[src/rtl/lfsr_pkg.sv]
// lfsr_pkg: shared FSM state and mode encodings for the LFSR stream generator
package lfsr_pkg;
  typedef enum logic [1:0] {IDLE, RUN, DONE} state_t;
  localparam logic MODE_FIB = 1'b0;
  localparam logic MODE_GAL = 1'b1;
endpackage

[src/rtl/lfsr_stream_if.sv]
// lfsr_stream_if: valid/ready output stream carrying LFSR words
interface lfsr_stream_if #(parameter int N = 32);
  logic out_valid;
  logic out_ready;
  logic [N-1:0] out_data;
  modport master(output out_valid, out_data, input out_ready);
  modport slave(input out_valid, out_data, output out_ready);
endinterface

[src/rtl/lfsr_next.sv]
// lfsr_next: one-step Fibonacci or Galois LFSR next-state function
module lfsr_next #(parameter int N = 32) (
  input  logic [N-1:0] state,
  input  logic [N-1:0] mask,
  input  logic         galois,
  output logic [N-1:0] next
);
  // Galois folds the mask in on the outgoing MSB; Fibonacci shifts in the tap parity
  always_comb next = galois ? ({state[N-2:0], 1'b0} ^ (state[N-1] ? mask : '0))
                            : {state[N-2:0], ^(state & mask)};
endmodule

[src/rtl/lfsr_stream.sv]
// lfsr_stream: programmable LFSR word generator with bounded runs and lock-up detection
module lfsr_stream
  import lfsr_pkg::*;
#(
  parameter int          N        = 32,
  parameter int          CNT_W    = 16,
  parameter logic [31:0] DEF_MASK = 32'h80200003
) (
  input  logic             clk,
  input  logic             rst,
  input  logic             cfg_load,
  input  logic [N-1:0]     cfg_seed,
  input  logic [N-1:0]     cfg_mask,
  input  logic             cfg_galois,
  input  logic [CNT_W-1:0] cfg_count,
  input  logic             start,
  output logic             busy,
  output logic             done,
  output logic             lockup_err,
  lfsr_stream_if.master    out
);
  state_t state, state_n;
  logic [N-1:0] seed_r, mask_r, lfsr_r, nxt;
  logic [CNT_W-1:0] cnt_r, rem_r;
  logic gal_r, load, go, fire, last;

  lfsr_next #(.N(N)) u_next (.state(lfsr_r), .mask(mask_r), .galois(gal_r), .next(nxt));

  assign load = state == IDLE && cfg_load;
  assign go   = state == IDLE && start && !cfg_load;
  assign fire = state == RUN && out.out_ready;
  assign last = fire && (nxt == '0 || (cnt_r != '0 && rem_r == CNT_W'(1)));

  assign out.out_valid = state == RUN;
  assign out.out_data  = lfsr_r;
  assign busy          = state == RUN;
  assign done          = state == DONE;

  // FSM state register
  always_ff @(posedge clk)
    if (rst) state <= IDLE;
    else state <= state_n;

  // next state: a zero seed never leaves IDLE; DONE always lasts one cycle
  always_comb begin
    state_n = IDLE;
    state_n = state == IDLE ? ((go && seed_r != '0) ? RUN : IDLE)
            : state == RUN  ? (last ? DONE : RUN)
            : IDLE;
  end

  // configuration latch, LFSR register, run counter and sticky lock-up flag
  always_ff @(posedge clk)
    if (rst) begin
      seed_r     <= N'(1);
      mask_r     <= DEF_MASK[N-1:0];
      gal_r      <= MODE_FIB;
      cnt_r      <= '0;
      rem_r      <= '0;
      lfsr_r     <= N'(1);
      lockup_err <= 1'b0;
    end else begin
      if (load) begin
        seed_r     <= cfg_seed;
        mask_r     <= cfg_mask;
        gal_r      <= cfg_galois;
        cnt_r      <= cfg_count;
        lockup_err <= 1'b0;
      end
      if (go && seed_r == '0) lockup_err <= 1'b1;
      if (go && seed_r != '0) begin
        lfsr_r <= seed_r;
        rem_r  <= cnt_r;
      end
      if (fire) begin
        lfsr_r <= nxt;
        if (cnt_r != '0) rem_r <= rem_r - CNT_W'(1);
        if (nxt == '0) lockup_err <= 1'b1;
      end
    end
endmodule

[src/flat_wrapper.sv]
// flat-port wrapper written by rule: the top's interface ports become plain ports
module lfsr_stream_flat import lfsr_pkg::*;
#(
  parameter int          N        = 32,
  parameter int          CNT_W    = 16,
  parameter logic [31:0] DEF_MASK = 32'h80200003
)
  (clk, rst, cfg_load, cfg_seed, cfg_mask, cfg_galois, cfg_count, start, busy, done, lockup_err, out_out_valid, out_out_data, out_out_ready);
  lfsr_stream_if #(.N(N)) out_i ();
  input  logic clk;
  input  logic rst;
  input  logic cfg_load;
  input  logic [N-1:0] cfg_seed;
  input  logic [N-1:0] cfg_mask;
  input  logic cfg_galois;
  input  logic [CNT_W-1:0] cfg_count;
  input  logic start;
  output logic busy;
  output logic done;
  output logic lockup_err;
  output wire logic [$bits(out_i.out_valid)-1:0] out_out_valid;
  output wire logic [$bits(out_i.out_data)-1:0] out_out_data;
  input wire logic [$bits(out_i.out_ready)-1:0] out_out_ready;
  assign out_out_valid = out_i.out_valid;
  assign out_out_data = out_i.out_data;
  assign out_i.out_ready = out_out_ready;
  lfsr_stream #(.N(N), .CNT_W(CNT_W), .DEF_MASK(DEF_MASK)) u_core (.clk(clk), .rst(rst), .cfg_load(cfg_load), .cfg_seed(cfg_seed), .cfg_mask(cfg_mask), .cfg_galois(cfg_galois), .cfg_count(cfg_count), .start(start), .busy(busy), .done(done), .lockup_err(lockup_err), .out(out_i));
endmodule
[config.mk]
export PLATFORM = sky130hd
export DESIGN_NAME = lfsr_stream_flat
export DESIGN_NICKNAME = d
export VERILOG_FILES = /design/src/rtl/lfsr_pkg.sv /design/src/rtl/lfsr_stream_if.sv /design/src/rtl/lfsr_next.sv /design/src/rtl/lfsr_stream.sv /design/src/flat_wrapper.sv
export SDC_FILE = /design/constraint.sdc
export NUM_CORES = 1
export LEC_CHECK = 0
export BUFFER_PORTS_ARGS = -buffer_cell sky130_fd_sc_hd__buf_2
export CAP_MARGIN = 20
export CORE_MARGIN = 10
export CORE_UTILIZATION = 54
export CTS_BUF_LIST = sky130_fd_sc_hd__clkbuf_4 sky130_fd_sc_hd__clkbuf_8
export DETAILED_ROUTE_END_ITERATION = 8
export GPL_TIMING_DRIVEN = 0
export PLACE_DENSITY_LB_ADDON = 0.2
export SYNTH_ARGS = -nofsm -noshare
export SYNTH_HDL_FRONTEND = slang
export SYNTH_SLANG_ARGS = --single-unit
[constraint.sdc]
create_clock -name clk -period 5.5 [get_ports clk]
set_input_delay 0.55 -clock clk [delete_from_list [all_inputs] [get_ports clk]]
set_output_delay 0.55 -clock clk [all_outputs]
set_load 0.03 [all_outputs]
; ---- Word level (Yosys, flattened, before mapping)
; Cells that the tools add are included.
[op_classes]
add_sub_neg = 1
n_mul = 0
div = 0
magnitude_cmp = 0
eq_ne = 3
n_shift = 0
muxes = 15
n_bitwise = 2
n_reduce_logical = 17
[ops]
columns = cell, count
row1 = 32-bit two-way mux, 4
row2 = 32-bit logical NOT, 2
row3 = 16-bit two-way mux, 3
row4 = 32-bit bitwise AND, 1
row5 = 32-bit nonzero test, 1
row6 = 32-bit parity, 1
row7 = 32-bit bitwise XOR, 1
row8 = "16-bit by 1-bit equality test with 1-bit output, second input constant", 1
row9 = 16-bit nonzero test, 1
row10 = "16-bit by 1-bit subtractor with 16-bit output, second input constant", 1
row11 = 1-bit logical AND, 8
row12 = 2-bit two-way mux, 3
row13 = 1-bit two-way mux, 5
row14 = "2-bit by 1-bit equality test with 1-bit output, second input constant", 1
row15 = "2-bit equality test, second input constant", 1
row16 = 2-bit logical NOT, 1
row17 = 2-bit nonzero test, 1
row18 = 1-bit logical NOT, 1
row19 = 1-bit logical OR, 1
[word_totals]
register_bits = 132
latchBits = 0
ramBits = 0
mem_bits_ro = 0
input_bits = 86
output_inout_bits = 36
wordCells = 46
n_memories = 0

; ---- Depth between registers and ports, before layout
; Gate-level depths: netlist of run 1.
[depth]
word_depth = 9
ltp_mapped = 9
depth_no_buf = 8

; ---- Modules after synthesis
; From an unflattened synthesis of run 1, not the netlist that was laid out.
[hier_totals]
cells_unflattened = 818
hier_area_um2 = 6203.4
[modules_own_cells]
columns = mod, n_inst, cells_per_inst, area_each_um2, seq_area_each_um2
row1 = lfsr_stream, 1, 686, 5393.9, 2642.5
row2 = lfsr_next, 1, 132, 809.5, 0.0

; ---- Worst setup path after synthesis of run 1
; Ideal clock, no wire load.
[synth_path]
path_type = reg-to-reg
start = register u_core.lfsr_r[28] (netlist: u_core.out.out_data[28])
end = register u_core.state[1]
setup_time_ns = 0.103
arrival_ns = 1.979
required_time_ns = 5.397
path_slack_ns = 3.418
stages_incl_launch_ff = 8
n_path_buf = 0
synth_period_minus_slack_ns = 2.082
path_cell_list = dfxtp_1 -> nor4bb_1 -> a31oi_1 -> o32ai_1 -> nand4_1 -> nor4_4 -> o211ai_2 -> a2111oi_2
[synth_via]
elab_chain_len = 9
elab_cells_between_ends = 10
cone_classes = 4 x mux / 2 x bitwise / 4 x reduce/logical
[synth_lines]
columns = element, line
row1 = "start, declared", lfsr_stream.sv:23  ; logic [N-1:0] seed_r, mask_r, lfsr_r, nxt;
row2 = "start signal, assigned", lfsr_stream.sv:72  ; lfsr_r <= seed_r;
row3 = "start signal, assigned", lfsr_stream.sv:76  ; lfsr_r <= nxt;
row4 = 32-bit bitwise AND, lfsr_next.sv:10  ; : {state[N-2:0], ^(state & mask)};
row5 = 32-bit parity, lfsr_next.sv:10
row6 = 32-bit two-way mux (*), lfsr_next.sv:9  ; always_comb next = galois ? ({state[N-2:0], 1'b0} ^ (state[N-1] ? mask : '0))
row7 = 32-bit logical NOT (*), lfsr_stream.sv:32  ; assign last = fire && (nxt == '0 || (cnt_r != '0 && rem_r == CNT_W'(1)));
row8 = 1-bit logical OR (*), lfsr_stream.sv:32
row9 = 1-bit logical AND (*), lfsr_stream.sv:32
row10 = 2-bit two-way mux (*) (2 in series), lfsr_stream.sv:48  ; : state == RUN ? (last ? DONE : RUN)
row11 = 2-bit two-way mux (*), lfsr_stream.sv:47  ; state_n = state == IDLE ? ((go && seed_r != '0) ? RUN : IDLE)
row12 = "end signal, assigned", lfsr_stream.sv:42  ; else state <= state_n;
row13 = "end, declared", lfsr_stream.sv:22  ; state_t state, state_n;
; Mark *: on every way between the ends. The rest lies on a longest branch, timed or not.
; A chain may end at the register's enable or synchronous reset.

; ---- Final worst setup path of run 1
[layout_path]
start = register u_core.seed_r[15]
end = register u_core.state[0]
[layout_via]
elab_chain_len = 4
[layout_lines]
columns = element, line
row1 = "start, declared", lfsr_stream.sv:23
row2 = "start signal, assigned", lfsr_stream.sv:64  ; seed_r <= cfg_seed;
row3 = 32-bit nonzero test, lfsr_stream.sv:47
row4 = 1-bit logical AND, lfsr_stream.sv:47
row5 = 1-bit two-way mux, lfsr_stream.sv:47
row6 = 2-bit two-way mux, lfsr_stream.sv:47
; Every way passes these cells.

==> results of run 1 <==
-- state kept, by name, summed over array words and instances, names as in the netlist --
signal / cells
u_core.gal_r: 1
u_core.lockup_err: 1
u_core.mask_r: 32
u_core.cnt_r: 16
u_core.rem_r: 16
u_core.out.out_data: 32
u_core.seed_r: 32
u_core.state: 2
-- synth_stat cells, types with 2 or more instances --
library cell | instances | area share
buf_4 | 2 | 0.0022
and2_1 | 3 | 0.0028
nand4_1 | 9 | 0.0083
a21oi_1 | 95 | 0.070
nor3_1 | 5 | 0.0037
ha_1 | 2 | 0.0037
nor2_1 | 77 | 0.043
dfxtp_1 | 132 | 0.39
a22oi_1 | 5 | 0.0055
nand2_2 | 3 | 0.0028
xor2_1 | 8 | 0.010
a221oi_1 | 3 | 0.0039
nand3_1 | 15 | 0.011
a31oi_1 | 16 | 0.015
o32ai_1 | 15 | 0.019
nor4_1 | 14 | 0.013
xnor2_1 | 67 | 0.087
inv_1 | 4 | 0.0022
nor4bb_1 | 13 | 0.019
clkbuf_1 | 46 | 0.026
nor2b_1 | 4 | 0.0037
xnor2_2 | 2 | 0.0048
buf_2 | 6 | 0.0044
and2b_1 | 3 | 0.0033
nand4b_1 | 2 | 0.0026
a311oi_1 | 33 | 0.043
nand2_1 | 302 | 0.17
-- critical path, cell delays in order, from the launching register on --
cell,delay [ns]
dfxtp_1,0.37
nor4_1,0.39
nand4_1,0.24
o21ai_1,0.31
clkbuf_1,0.42
buf_2,0.32
nor2_1,0.06
a41o_1,0.19
-- power by group --
| part | switching (W) | internal [W] | total [W] |
|---|---|---|---|
| clock | 0.000391 | 0.000615 | 0.00101 |
| combinational | 0.000251 | 0.000171 | 0.000422 |
| sequential | 0.0000981 | 0.00102 | 0.00112 |
| total | 0.000740 | 0.00181 | 0.00255 |
-- path summary, 6_finish.rpt --
kind | end | slack (ns) | cells past startpoint | start
setup / recovery | u_core.state[0]$_SDFF_PP0_ | 3.09 | 7 | u_core.seed_r[15]$_SDFFE_PP0P_
hold / removal | u_core.cnt_r[9]$_SDFFE_PP0P_ | 0.32 | 3 | cfg_count[9]
hold reg to reg | u_core.seed_r[4]$_SDFFE_PP0P_ | 0.48 | 2 | u_core.seed_r[4]$_SDFFE_PP0P_
setup reg to reg | u_core.state[0]$_SDFF_PP0_ | 3.09 | 7 | u_core.seed_r[15]$_SDFFE_PP0P_
-- per-stage QoR --
step	cells	setup slack (ns)	total power (W)	utilization
after floorplan	910	3.42	0.00141	-
after detailed placement	1198	3.01	0.00155	0.623
after global placement	1198	3.09	0.00155	0.623
final	1230	3.09	0.00255	0.664
after global routing	1230	2.84	0.00265	0.664
after CTS	1230	3.10	0.00255	0.664
-- kinds of logic after synthesis --
logic type | count (synthesis) | share of synthesized area
adders and majority gates | 2 | 0.00370
AOI/OAI and AO/OA | 176 | 0.168
xor gates and xnor gates | 77 | 0.102
DFF | 132 | 0.390
buffers and inverters | 62 | 0.0392
muxes | 1 | 0.00148
and+or+nand+nor | 460 | 0.295
-- final cells by class --
| type | instances | area, sq um |
|---|---|---|
| Inverter | 5 | 18.8 |
| Buffer | 57 | 246 |
| Clock buffer | 20 | 269 |
| Clock inverter | 12 | 225 |
| Sequential cell | 132 | 2640 |
| Timing Repair Buffer | 120 | 601 |
| Fill cell | 1135 | 4090 |
| Multi-Input combinational cell | 716 | 3860 |
| Tap cell | 168 | 210 |
-- layer usage --
layer | track usage | share of wire | vias up
met3 | 0.0564 | 0.080 | 39
li1 | - | - | 3403
met5 | 0 | 0 | -
met4 | 0.0859 | 0.026 | 0
met2 | 0.349 | 0.44 | 283
met1 | 0.297 | 0.45 | 3115
==> flow_summary.yaml, run 1 <==
yosys:
  ys_seq_area_frac: 0.390
  postSynthCellCount: 910
  ys.flop_type: "dfxtp_1"
  synth_edf_count: 0
  yosys_warnings: 0
  synthDistinctLibCells: 51
  synthArstFlopShare: 0
  ys_ff_latch: 132
  netlist_area_sq_um: 6770
  synth_fp_nets: 998
  syn_avg_cell_area_sq_um: 7.44
clock_tree:
  cts_max_level: 4
  clockBufferDepth: 2
  cts_setup_buffers: 0
  tritoncts: "yes"
  cts.clk_slew.worst_paths_ns: 0.08
  clock-sinks: 132
  cts_resized: 0
  insertion_delay_ns: 0.46
  hold_buffers: 0
  tritoncts.num_buffers: 17
  root_buffer: "clkbuf_8"
timing:
  hold_violations: 0
  rsz0062_at_grt: "false"
  hold_slack_ns: 0.319
  relSlewSlack: 0.492
  worst_slew_pin_slew_ns: 0.762
  final_max_slew_viol_count: 0
  tns_ns: 0
  period_share: 0.438
  fin_crit_ns: 2.41
  report.final.setup_viol: 0
  skew_ns: 0.0127
  timing.fmax_mhz: 415
layout:
  area_delta_synth_final_pct: 19.3
  fin_nets: 1137
  layout_commonest_cell: "nand2_1"
  antenna_cells: 0
  mostFrequentLayoutCells: "nand2_1 (302), dfxtp_1 (132), buf_2 (126)"
  drive_gt1_frac: 0.164
  stdcell_area_sq_um: 8080
route:
  drc: 0
  drtAntennaViolNets: 0
  num_vias: 6840
  first_pass_iters: 5
  drtIter0Drc: 670
  via_per_inst: 5.56
  finalWirelength_um: 20400
  avgRoutedWirePerCell_um: 16.6
floorplan:
  num_rows: 40
  boundaryPins: 122
  die_h_um: 132
  die_w_um: 132
  core_sq_um: 12200
  dieArea_sq_um: 17400
  initial_core_util: 0.557
grt:
  grt_pass1_vias: 6461
  overflow: 0
  grt_usage: 0.226
  grt_max_degree: 17
  grt_first_pass_wirelength_um: 32700
  grt_antenna_before_repair: 0
placement:
  postPlaceCellArea_sq_um: 7580
  port_buffers: 120
  gp_congestion: 0.928
  post-dp-hpwl_um: 15000
critical_path:
  start_kind: "register"
  critPathCaptureType: "register"
  critical_path_class: "register to register"
  cp_max_fo: 10
  cp_data_arrival_time_ns: 2.77
  crit_required_ns: 5.86
power:
  leakagePower_nw: 2.98
  pwr_density_cell_nw_per_um2: 315
  irDropWorstVdd_mv: 0.229
flow_run:
  cap_violations: 0
min_path:
  min_path_type: "primary input to register"
outcome:
  status: "finished, final reports clean"
(Power assumes the default switching activity.)
==> run 2, diff against run 1 <==
Settings changed: ABC_AREA set to 1.
Clock period 5.5 ns to 2.25 ns, I/O delays scaled along.
==> run 2 against run 1 <==
Clock skew down 0.0026 ns; count of clock-buffer cells in the layout up 4; register-to-register slack worse by 3.0 ns; global-route usage up 0.97 points; non-clock buffer count up 19; critical path depth down 1; worst hold slack worse by 0.30 ns; critical endpoint is now u_core.seed_r[16]$_SDFFE_PP0P_.
==> flow_summary.yaml, run 2 <==
outcome:
  status: "finished, final reports clean"
yosys:
  synth_fp_nets: 1131
  synthDistinctLibCells: 35
  yosys_warnings: 0
  synth_area_leaders: "dfxtp_1 (39%), nand2_1 (18%), nor2_1 (9.7%), o21ai_0 (6.2%), xnor2_1 (4.3%)"
  synth_top_area_share: 0.386
  ys_seq_area_frac: 0.386
  yosys.cell_count.top_type: "nand2_1"
  syn_avg_cell_area_sq_um: 6.57
  synthTopCellsByCount: "nand2_1 (329), nor2_1 (178), dfxtp_1 (132)"
  ys_ff_latch: 132
  synth_edf_count: 0
  postSynthCellCount: 1043
  synthArstFlopShare: 0
  ys.flop_type: "dfxtp_1"
  yosys.area.top_type: "dfxtp_1"
  netlist_area_sq_um: 6850
layout:
  area_delta_synth_final_pct: 21.6
  layout_commonest_cell: "nand2_1"
  fin_nets: 1295
  drive_gt1_frac: 0.163
  mostFrequentLayoutCells: "nand2_1 (329), nor2_1 (178), dfxtp_1 (131)"
  antenna_cells: 0
floorplan:
  die_h_um: 133
  num_rows: 41
  boundaryPins: 122
  dieArea_sq_um: 17600
  core_sq_um: 12500
  initial_core_util: 0.548
  die_w_um: 133
placement:
  dp_slack_ns: 0.0795
  post-dp-hpwl_um: 15500
  gp_congestion: 0.912
  port_buffers: 121
route:
  first_pass_iters: 8
  num_vias: 7340
  avgRoutedWirePerCell_um: 15.0
  drc: 0
  finalWirelength_um: 20900
  drtIter0Drc: 723
  drtAntennaViolNets: 0
  via_per_inst: 5.27
power:
  irDropWorstVdd_mv: 0.522
  pwr_density_cell_nw_per_um2: 694
  leakagePower_nw: 3.84
timing:
  timing.fmax_mhz: 471
  report.final.setup_viol: 0
  tns_ns: 0
  period_share: 0.944
  hold_violations: 0
  fin_crit_ns: 2.12
  skew_ns: 0.0101
  final_max_slew_viol_count: 0
  worst_slew_pin_slew_ns: 0.716
  relSlewSlack: 0.521
  setup_slack_ns: 0.125
  rsz0062_at_grt: "false"
critical_path:
  critPathCaptureType: "register"
  crit_path_top_delay_cell: "inv_2"
  r2r_start: "u_core.state[1]$_SDFF_PP0_"
  regToRegSetupSlack_ns: 0.13
  path_buf_inv: 2
  cp_cell_sequence: "nor2_1 > nand2_1 > inv_2 > buf_1 > nor2_1 > nor2_1"
  rr_endpoint: "u_core.seed_r[16]$_SDFFE_PP0P_"
  cp_max_fo: 10
  crit_required_ns: 2.64
  cp_data_arrival_time_ns: 2.52
  critical_path_class: "register to register"
  cp_slowest_stage_delay_ns: 0.47
  start_kind: "register"
  crit_family: "buffers and inverters"
  cp_common_cell: "nor2_1"
  r2r_cells: 6
min_path:
  min_to: "u_core.mask_r[22]$_SDFFE_PP0P_"
  min_path_type: "primary input to register"
  worstHoldStart: "cfg_mask[22]"
  hold_path_depth: 3
grt:
  grt_max_degree: 17
  grt_antenna_before_repair: 0
  grt_first_pass_wirelength_um: 33800
  grt_pass1_vias: 6807
  overflow: 0
  grt_usage: 0.236
clock_tree:
  clock-sinks: 132
  insertion_delay_ns: 0.47
  tritoncts: "yes"
  cts_max_level: 4
  tritoncts.num_buffers: 17
  cts.clk_slew.worst_paths_ns: 0.08
  clockBufferDepth: 2
  root_buffer: "clkbuf_8"
flow_run:
  cap_violations: 0
[run 2: changes by cell type in the layout (fill, tap and decap cells not counted), moves of 31 or more]
cell      before  now
nand3_1       15   46
o21ai_0        1   85
xnor2_1       67   34
nor2_1        77  178
a311oi_1      33    0
a21oi_1       95   39
inv_1          4   54
[run 2: worst max path at each step]
stage / from / to / cells past startpoint
after floorplan: u_core.out.out_data[31]$_SDFFE_PP0P_ / u_core.state[0]$_SDFF_PP0_ / 13
after global placement: u_core.state[1]$_SDFF_PP0_ / u_core.mask_r[21]$_SDFFE_PP1P_ / 6
after detailed placement: u_core.seed_r[30]$_SDFFE_PP0P_ / u_core.out.out_data[3]$_SDFFE_PP0P_ / 10
after CTS: u_core.seed_r[30]$_SDFFE_PP0P_ / u_core.out.out_data[21]$_SDFFE_PP0P_ / 10
after global routing: u_core.out.out_data[31]$_SDFFE_PP0P_ / u_core.state[0]$_SDFF_PP0_ / 13
final: u_core.state[1]$_SDFF_PP0_ / u_core.seed_r[16]$_SDFFE_PP0P_ / 6
[run 2: through the flow]
stage,hold slack [ns],area (sq um),util,std cells,power (W)
4_1_cts,0.0000157,8310,0.664,1390,0.00578
5_1_grt,0.00693,8340,0.666,1392,0.00606
6_report,0.0143,8340,0.666,1392,0.00578
2_1_floorplan,0.338,6850,-,1043,0.00337
3_3_place_gp,0.430,7670,0.613,1336,0.00368
3_5_place_dp,0.436,7670,0.613,1336,0.00369
[run 2: logic make-up after synthesis]
kind of cell    Yosys count  share of synthesized area
fa+ha+maj                 2                    0.00365
buf+inv                 110                     0.0701
compound gates          160                      0.125
simple gates            592                      0.355
flops                   132                      0.386
xor+xnor                 47                     0.0601
[run 2: area by class of cell]
class	count	area [sq um]
clock inverters	8	97.6
repair buffers	145	841
flip-flops and latches	132	2640
plain buffers	51	259
well taps	172	215
inverters	59	224
clock buffers	24	318
fillers	1192	4180
multi-input cells	801	3740
[run 2: tightest hold or removal path, delay by kind of cell]
family                 cells  cell delay [ns]
AND/OR/NAND/NOR            1             0.07
buffers and inverters      1             0.07
AO/OA/AOI/OAI              1             0.07
[run 2: per-layer routing]
layer | wire (um) | GRT usage | vias to the layer above
met3 | 1510 | 0.0621 | 33
met4 | 340 | 0.0746 | 0
met5 | 0 | 0 | -
li1 | - | - | 3676
met2 | 9900 | 0.385 | 280
met1 | 9140 | 0.297 | 3351
[run 2: where the power goes]
group | internal (W) | total, W | switching (W)
logic | 0.000398 | 0.00105 | 0.000649
clock network | 0.00115 | 0.00208 | 0.000932
registers | 0.00250 | 0.00265 | 0.000150
[run 2: timing repair]
action,in CTS,in global routing
endpoints found under the setup margin,0,38
setup buffers,0,2
hold buffers,22,0
endpoints found under the hold margin,22,0
resized for setup,0,4
==> run 3, diff against run 2 <==
Settings changed: CORE_UTILIZATION 54 to 40.
==> run 3 against run 2 <==
Worst hold slack gained 0.0092 ns; final area grew 3.2%; register-to-register slack gained 0.03 ns; fmax grew 1.3%; core utilization shrank 15 points; clock power grew 21%; flip-flop and latch count is the same; global-route usage shrank 4.4 points; critical endpoint is now u_core.state[0]$_SDFF_PP0_; largest power group unchanged; highest routed layer unchanged.
==> flow_summary.yaml, run 3 (synthesis gave the netlist of run 2 again) <==
timing:
  fin_crit_ns: 2.10
  skew_ns: 0.0120
  hold_violations: 0
  tns_ns: 0
  period_share: 0.932
  timing.fmax_mhz: 477
  relSlewSlack: 0.533
  final_max_slew_viol_count: 0
  setup_slack_ns: 0.152
  worst_slew_pin_slew_ns: 0.700
  report.final.setup_viol: 0
placement:
  gp_congestion: 0.857
  dp_slack_ns: 0.0757
  post-dp-hpwl_um: 16400
  port_buffers: 121
layout:
  drive_gt1_frac: 0.162
  mostFrequentLayoutCells: "nand2_1 (329), nor2_1 (178), dfxtp_1 (130)"
  layout_commonest_cell: "nand2_1"
  antenna_cells: 0
  fin_util: 0.515
  fin_nets: 1305
  area_delta_synth_final_pct: 25.5
clock_tree:
  root_buffer: "clkbuf_8"
  cts_max_level: 4
  tritoncts: "yes"
  tritoncts.num_buffers: 17
  cts_setup_buffers: 0
  cts.clk_slew.worst_paths_ns: 0.08
  clock-sinks: 132
  insertion_delay_ns: 0.47
  clockBufferDepth: 2
grt:
  grt_max_degree: 17
  grt_pass1_vias: 6700
  grt_usage: 0.192
  grt_antenna_before_repair: 0
  grt_first_pass_wirelength_um: 34500
  overflow: 0
critical_path:
  critical_path_class: "register to register"
  cp_max_fo: 10
  crit_required_ns: 2.58
  cp_data_arrival_time_ns: 2.42
  start_kind: "register"
  critPathCaptureType: "register"
route:
  avgRoutedWirePerCell_um: 15.0
  via_per_inst: 4.86
  finalWirelength_um: 21700
  drc: 0
  drtIter0Drc: 422
  first_pass_iters: 5
  drtAntennaViolNets: 0
  num_vias: 7050
min_path:
  min_path_type: "primary input to register"
outcome:
  status: "finished, final reports clean"
flow_run:
  cap_violations: 0
floorplan:
  die_w_um: 151
  die_h_um: 151
  core_sq_um: 16700
  boundaryPins: 122
  num_rows: 47
  initial_core_util: 0.410
  dieArea_sq_um: 22800
power:
  pwr_density_cell_nw_per_um2: 725
  totalPowerFinal_w: 0.00623
  leakagePower_nw: 3.92
  irDropWorstVdd_mv: 0.382
run 3: cell types whose count changed in the layout (fill, tap and decap cells not counted), sizes merged:
cell,before,now
clkbuf,49,44
dlygate4sd3,22,34
bufinv,2,6
buf,149,148
run 3: layout make-up:
class	instances	area [sq um]
multi-input cells	801	3750
fillers	1747	8100
clock inverters	12	225
clock buffers	20	275
repair buffers	155	946
plain buffers	51	262
well taps	220	275
inverters	59	224
flip-flops and latches	132	2650
run 3: where the power goes:
part	internal (W)	leakage [nW]	switching, W
Combinational	0.000411	2.59	0.000647
Sequential	0.00250	1.09	0.000151
Clock	0.00152	0.241	0.00100
Total	0.00443	3.92	0.00180
run 3: final timing paths:
path                                                       to                            startpoint  depth (start not counted)  slack, ns
worst max-delay path               u_core.state[0]$_SDFF_PP0_  u_core.out.out_data[31]$_SDFFE_PP0P_                         13       0.15
worst min-delay path            u_core.mask_r[4]$_SDFFE_PP0P_                           cfg_mask[4]                          3       0.02
worst max register to register     u_core.state[0]$_SDFF_PP0_  u_core.out.out_data[31]$_SDFFE_PP0P_                         13       0.15
worst min register to register     u_core.rem_r[3]$_SDFF_PP0_          u_core.cnt_r[3]$_SDFFE_PP0P_                          2       0.49
run 3: layer usage:
layer / global-route usage / vias up / share of wire
met5: 0 / - / 0
met2: 0.316 / 191 / 0.46
met1: 0.246 / 3135 / 0.46
met4: 0.0500 / 0 / 0.013
met3: 0.0465 / 24 / 0.067
li1: - / 3700 / -
run 3: critical path: stages, from the launching register on:
cell and delay, ns:
dfxtp_2 0.41, nand2_1 0.13, inv_2 0.09, buf_4 0.22, nand2_1 0.09, xnor2_1 0.15, nor2_1 0.11, nand2_1 0.05
nor2_1 0.16, nand2_1 0.11, nor2_1 0.14, nand3_2 0.13, nand3_1 0.09, a21oi_1 0.06
run 3: timing repair:
action	in CTS	in global routing
hold endpoints to repair	34	0
endpoints found under the setup margin	0	25
hold buffers	34	0
resized for setup	0	7
run 3: through the flow:
| stage | hold WS, ns | instance area, sq um | std cells |
|---|---|---|---|
| CTS | 0.00213 | 8580 | 1450 |
| detailed placement | 0.443 | 7730 | 1384 |
| finish | 0.0235 | 8600 | 1450 |
| global route | 0.0151 | 8600 | 1450 |
| floorplan | 0.338 | 6850 | 1043 |
| global placement | 0.445 | 7730 | 1384 |
